--- config.mk ---
export PLATFORM = sky130hd
export DESIGN_NAME = regfile_bypass_sb
export DESIGN_NICKNAME = d
export VERILOG_FILES = /design/src/rtl/regfile_bypass_sb.sv
export SDC_FILE = /design/constraint.sdc
export NUM_CORES = 2
export LEC_CHECK = 0
export CORE_UTILIZATION = 55
export DETAILED_ROUTE_END_ITERATION = 8
export PLACE_DENSITY = 0.77
export SKIP_CTS_REPAIR_TIMING = 1
export SYNTH_ARGS = -nofsm -noshare
export SYNTH_HDL_FRONTEND = slang
export SYNTH_SLANG_ARGS = --single-unit
--- constraint.sdc ---
create_clock -name clk -period 13.1 [get_ports clk]
set_input_delay 3.275 -clock clk [delete_from_list [all_inputs] [get_ports clk]]
set_output_delay 3.275 -clock clk [all_outputs]
set_load 0.01 [all_outputs]
--- src/rtl/regfile_bypass_sb.sv ---
// Register file with write-first bypass and a per-register busy scoreboard.
// Register 0 is hardwired to zero and is never marked busy.
module regfile_bypass_sb #(
  parameter  int XLEN  = 32,
  parameter  int NREGS = 32,
  parameter  int NRD   = 2,
  localparam int AW    = $clog2(NREGS)
) (
  input  logic                clk,
  input  logic                rst,
  input  logic [NRD*AW-1:0]   rd_addr,
  output logic [NRD*XLEN-1:0] rd_data,
  output logic [NRD-1:0]      rd_busy,
  input  logic                wb_en,
  input  logic [AW-1:0]       wb_addr,
  input  logic [XLEN-1:0]     wb_data,
  input  logic                iss_en,
  input  logic [AW-1:0]       iss_addr,
  input  logic                flush,
  output logic [AW:0]         busy_cnt
);

  logic [XLEN-1:0]  regs [NREGS];
  logic [NREGS-1:0] busy;
  logic [NREGS-1:0] busy_nxt;
  logic             wb_hit;
  logic             iss_hit;

  assign wb_hit  = wb_en  && (wb_addr  != '0);
  assign iss_hit = iss_en && (iss_addr != '0);

  function automatic logic [AW:0] popcount(input logic [NREGS-1:0] v);
    logic [AW:0] c;
    c = '0;
    for (int i = 0; i < NREGS; i++) c = c + {{AW{1'b0}}, v[i]};
    return c;
  endfunction

  // Flush beats issue; issue beats a same-address writeback so the later
  // producer stays tracked.
  always_comb begin
    busy_nxt = busy;
    if (flush) begin
      busy_nxt = '0;
    end else begin
      if (wb_hit)  busy_nxt[wb_addr]  = 1'b0;
      if (iss_hit) busy_nxt[iss_addr] = 1'b1;
    end
    busy_nxt[0] = 1'b0;
  end

  always_ff @(posedge clk or negedge rst) begin
    if (!rst) begin
      for (int i = 0; i < NREGS; i++) regs[i] <= '0;
      busy     <= '0;
      busy_cnt <= '0;
    end else begin
      if (wb_hit) regs[wb_addr] <= wb_data;
      busy     <= busy_nxt;
      busy_cnt <= popcount(busy_nxt);
    end
  end

  // Each read port sees the same-cycle writeback value and hazard resolution.
  for (genvar g = 0; g < NRD; g++) begin : g_rd
    logic [AW-1:0] a;
    logic          bypass;
    assign a      = rd_addr[g*AW +: AW];
    assign bypass = wb_hit && (wb_addr == a);
    assign rd_data[g*XLEN +: XLEN] = (a == '0) ? '0 : (bypass ? wb_data : regs[a]);
    assign rd_busy[g] = busy[a] && !(wb_en && (wb_addr == a));
  end

endmodule

==> metrics.txt <==
clock latency on the worst-skew pair 0.69 ns; Worst Hold End regs[1015]; Logic pwr share 0.200; Cells after DPL 5215; Clock Tree Root clkbuf_16; fin crit period 10.71 ns; initial antenna violation count 5; Leak 27.2 nW; Synth top area share 0.458; max incr delay on CP 0.81 ns; Post-synth EDFFs 0; mux share of post-synthesis cell area 0.400; CP most frequent cell buf_4; WL/cell 32.9 µm; fill count 7750; Switching Power 2.61 mW; reg2reg end busy_cnt[4]; Compound-Gate Fraction of Synth Area 0.0580; worst hold path class reg2reg; CTS tree yes; drt pass-1 iters 5; dominant cell type by area after synthesis dfrtp_1; Layout area overhead 9.94%; IO Port Bufs 128; R2R Setup Slk 7.97 ns; xor and xnor area share after synthesis 0.00196; die height 327 µm; Buf+Inv Stages, Crit Path 4; drt drc 0; r2r startpoint busy[20]; number of CTS-inserted buffers 110; Hold Startpoint regs[1015]; largest family of logic cells by synthesized area multiplexers; setup TNS 0 ns; top post-synthesis cells by area dfrtp_1, mux2_2, mux4_2, mux2i_1, buf_2; Yosys cell types 72; number of global-route vias before repair 39770; post-synthesis simple-gate area fraction 0.0305; Final Power 9.65 mW; syn_area_per_cell 14.3 µm²; layout cells sized above 1 0.447; worst-path maximum fanout 49; fmax 0.0934 GHz; critical path startpoint category input pin; Top delay family on crit path buffers and inverters; final setup skew 0.0104 ns; Setup CP Type in2out; clock network fraction of total power 0.351; status finished, final reports clean; DRC violation total after the first TritonRoute iteration 4697; Initial Util 0.557; Final WS setup 2.39 ns; pin count of the biggest net entering global routing 177; utilization after layout 0.613; Worst-Margin Slew 1.32 ns; number of setup violations in the final report 0; CTS H-tree depth 3; I/O pin cnt 129; Die Span X 327 µm; Post-synth ARST share 1.00; CP Cell Sequence buf_8 -> buf_4 -> buf_4 -> mux4_2 -> nand2_1 -> a21oi_1 -> nor4b_1 -> nor3_1 -> clkdlybuf4s50_1; Synth Register Bits 1061; unrepaired setup endpoints after global routing no; Longest Clk Path Bufs 3; Hold Path Cell Cnt 0; Post-Syn Nets 4140; Arr. time, crit path 7.43 ns; Reg2Reg Depth 15; sequential share of the synthesized area 0.458; Final #Nets 4034; Clk pin slew, worst setup/hold paths 0.06 ns; sw frac 0.271; Seq pwr share 0.449; maximum vdd drop 0.000127 V; Row Count 118; die area 107000 µm²; CP startpoint rd_addr[5]; CP Capture Type primary output; GPL Wtd Cong 0.836; grt total ovfl 0; routed wire length 178 mm; Tcrit/Tclk final 0.818; Post-Layout Cell Count 5422; Synth Flop Type dfrtp_1; critical path's slowest cell buf_4; Setup WS pre-CTS 2.45 ns; vias per cell 7.16; PD cells 151 nW/µm²; count of pins over their slew limit 0; Synth Area in Adders 0.00944; count leader, synth dfrtp_1; first-pass GRT wire length 266 mm; Hold Fails Final Rpt 0; slew margin rel. 0.119; number of synthesis warnings 0; Final HPWL DP 96.7 mm; GRT Resource Usage Total 0.338; Post-DRT Antenna Nets 0; clock sink count 1061; Max Cap Viol 0; Power Internal 7.03 mW; core footprint 104000 µm²; Commonest cells post-synth dfrtp_1, mux2_2, mux4_2; via count 38836; critical path required time 9.82 ns; Synth Instances 4053; mapped cell area 58000 µm²
cells by family (layout without fill, tap and decap cells):
| logic type | count (synthesis) | after routing |
|---|---|---|
| XOR/XNOR | 13 | 13 |
| adder cells (fa/ha/maj) | 30 | 30 |
| other | 0 | 1 |
| multiplexers | 1635 | 1635 |
| buffers and inverters | 491 | 479 |
| AO/OA/AOI/OAI | 470 | 470 |
| flip-flops | 1061 | 1061 |
| AND/OR/NAND/NOR | 353 | 353 |
cell type report:
type / instances / area [µm²] / area share
Antenna cell: 1 / 2.50 / 0.0000392
Inverter: 40 / 150 / 0.00235
Timing Repair Buffer: 233 / 2200 / 0.0345
Multi-Input combinational cell: 2501 / 29300 / 0.459
Clock buffer: 144 / 3160 / 0.0495
Tap cell: 1380 / 1730 / 0.0271
Clock inverter: 62 / 758 / 0.0119
Sequential cell: 1061 / 26600 / 0.416
cells in the final DEF (no fill, tap or decap), types with 44 or more instances in the layout:
cell / count
o22ai_1: 105
mux2i_1: 175
nand2_1: 107
a221oi_1: 48
dfrtp_1: 1061
a21oi_1: 44
nor3_1: 54
nor2b_1: 45
clkdlybuf4s50_1: 119
o21ai_0: 50
clkbuf_16: 114
mux4_2: 441
buf_4: 96
mux2_2: 997
worst max-delay path by stage:
stage	slack (ns)	cells after the start	endpoint
2_1_floorplan	4.60	19	busy_cnt[4]
3_3_place_gp	2.53	9	rd_data[34]
3_5_place_dp	2.45	9	rd_data[34]
4_1_cts	2.46	9	rd_data[34]
5_1_grt	2.26	9	rd_data[34]
6_report	2.39	9	rd_data[34]
layer usage:
metal,GRT usage,routed length (µm)
met1,0.457,67400
met3,0.0800,18600
met5,0,86
met2,0.510,81600
met4,0.180,10600
state kept, by name, summed over array words and instances, names as in the netlist:
name,count
busy_cnt,6
busy,31
regs,1024
power by group through the flow:
stage,Sequential (mW),Combinational (mW),Clock [mW]
floorplan,4.21,1.46,0
global placement,4.32,1.86,0
detailed placement,4.36,1.91,0
CTS,4.31,1.92,3.40
global route,4.40,2.05,3.53
finish,4.33,1.93,3.39
through the flow:
stage / instance area, µm² / hold WS [ns]
2_1_floorplan: 58000 / 0.438
3_3_place_gp: 59900 / 0.377
3_5_place_dp: 59900 / 0.381
4_1_cts: 63800 / 0.396
5_1_grt: 63800 / 0.399
6_report: 63800 / 0.393
(Power assumes the default switching activity.)
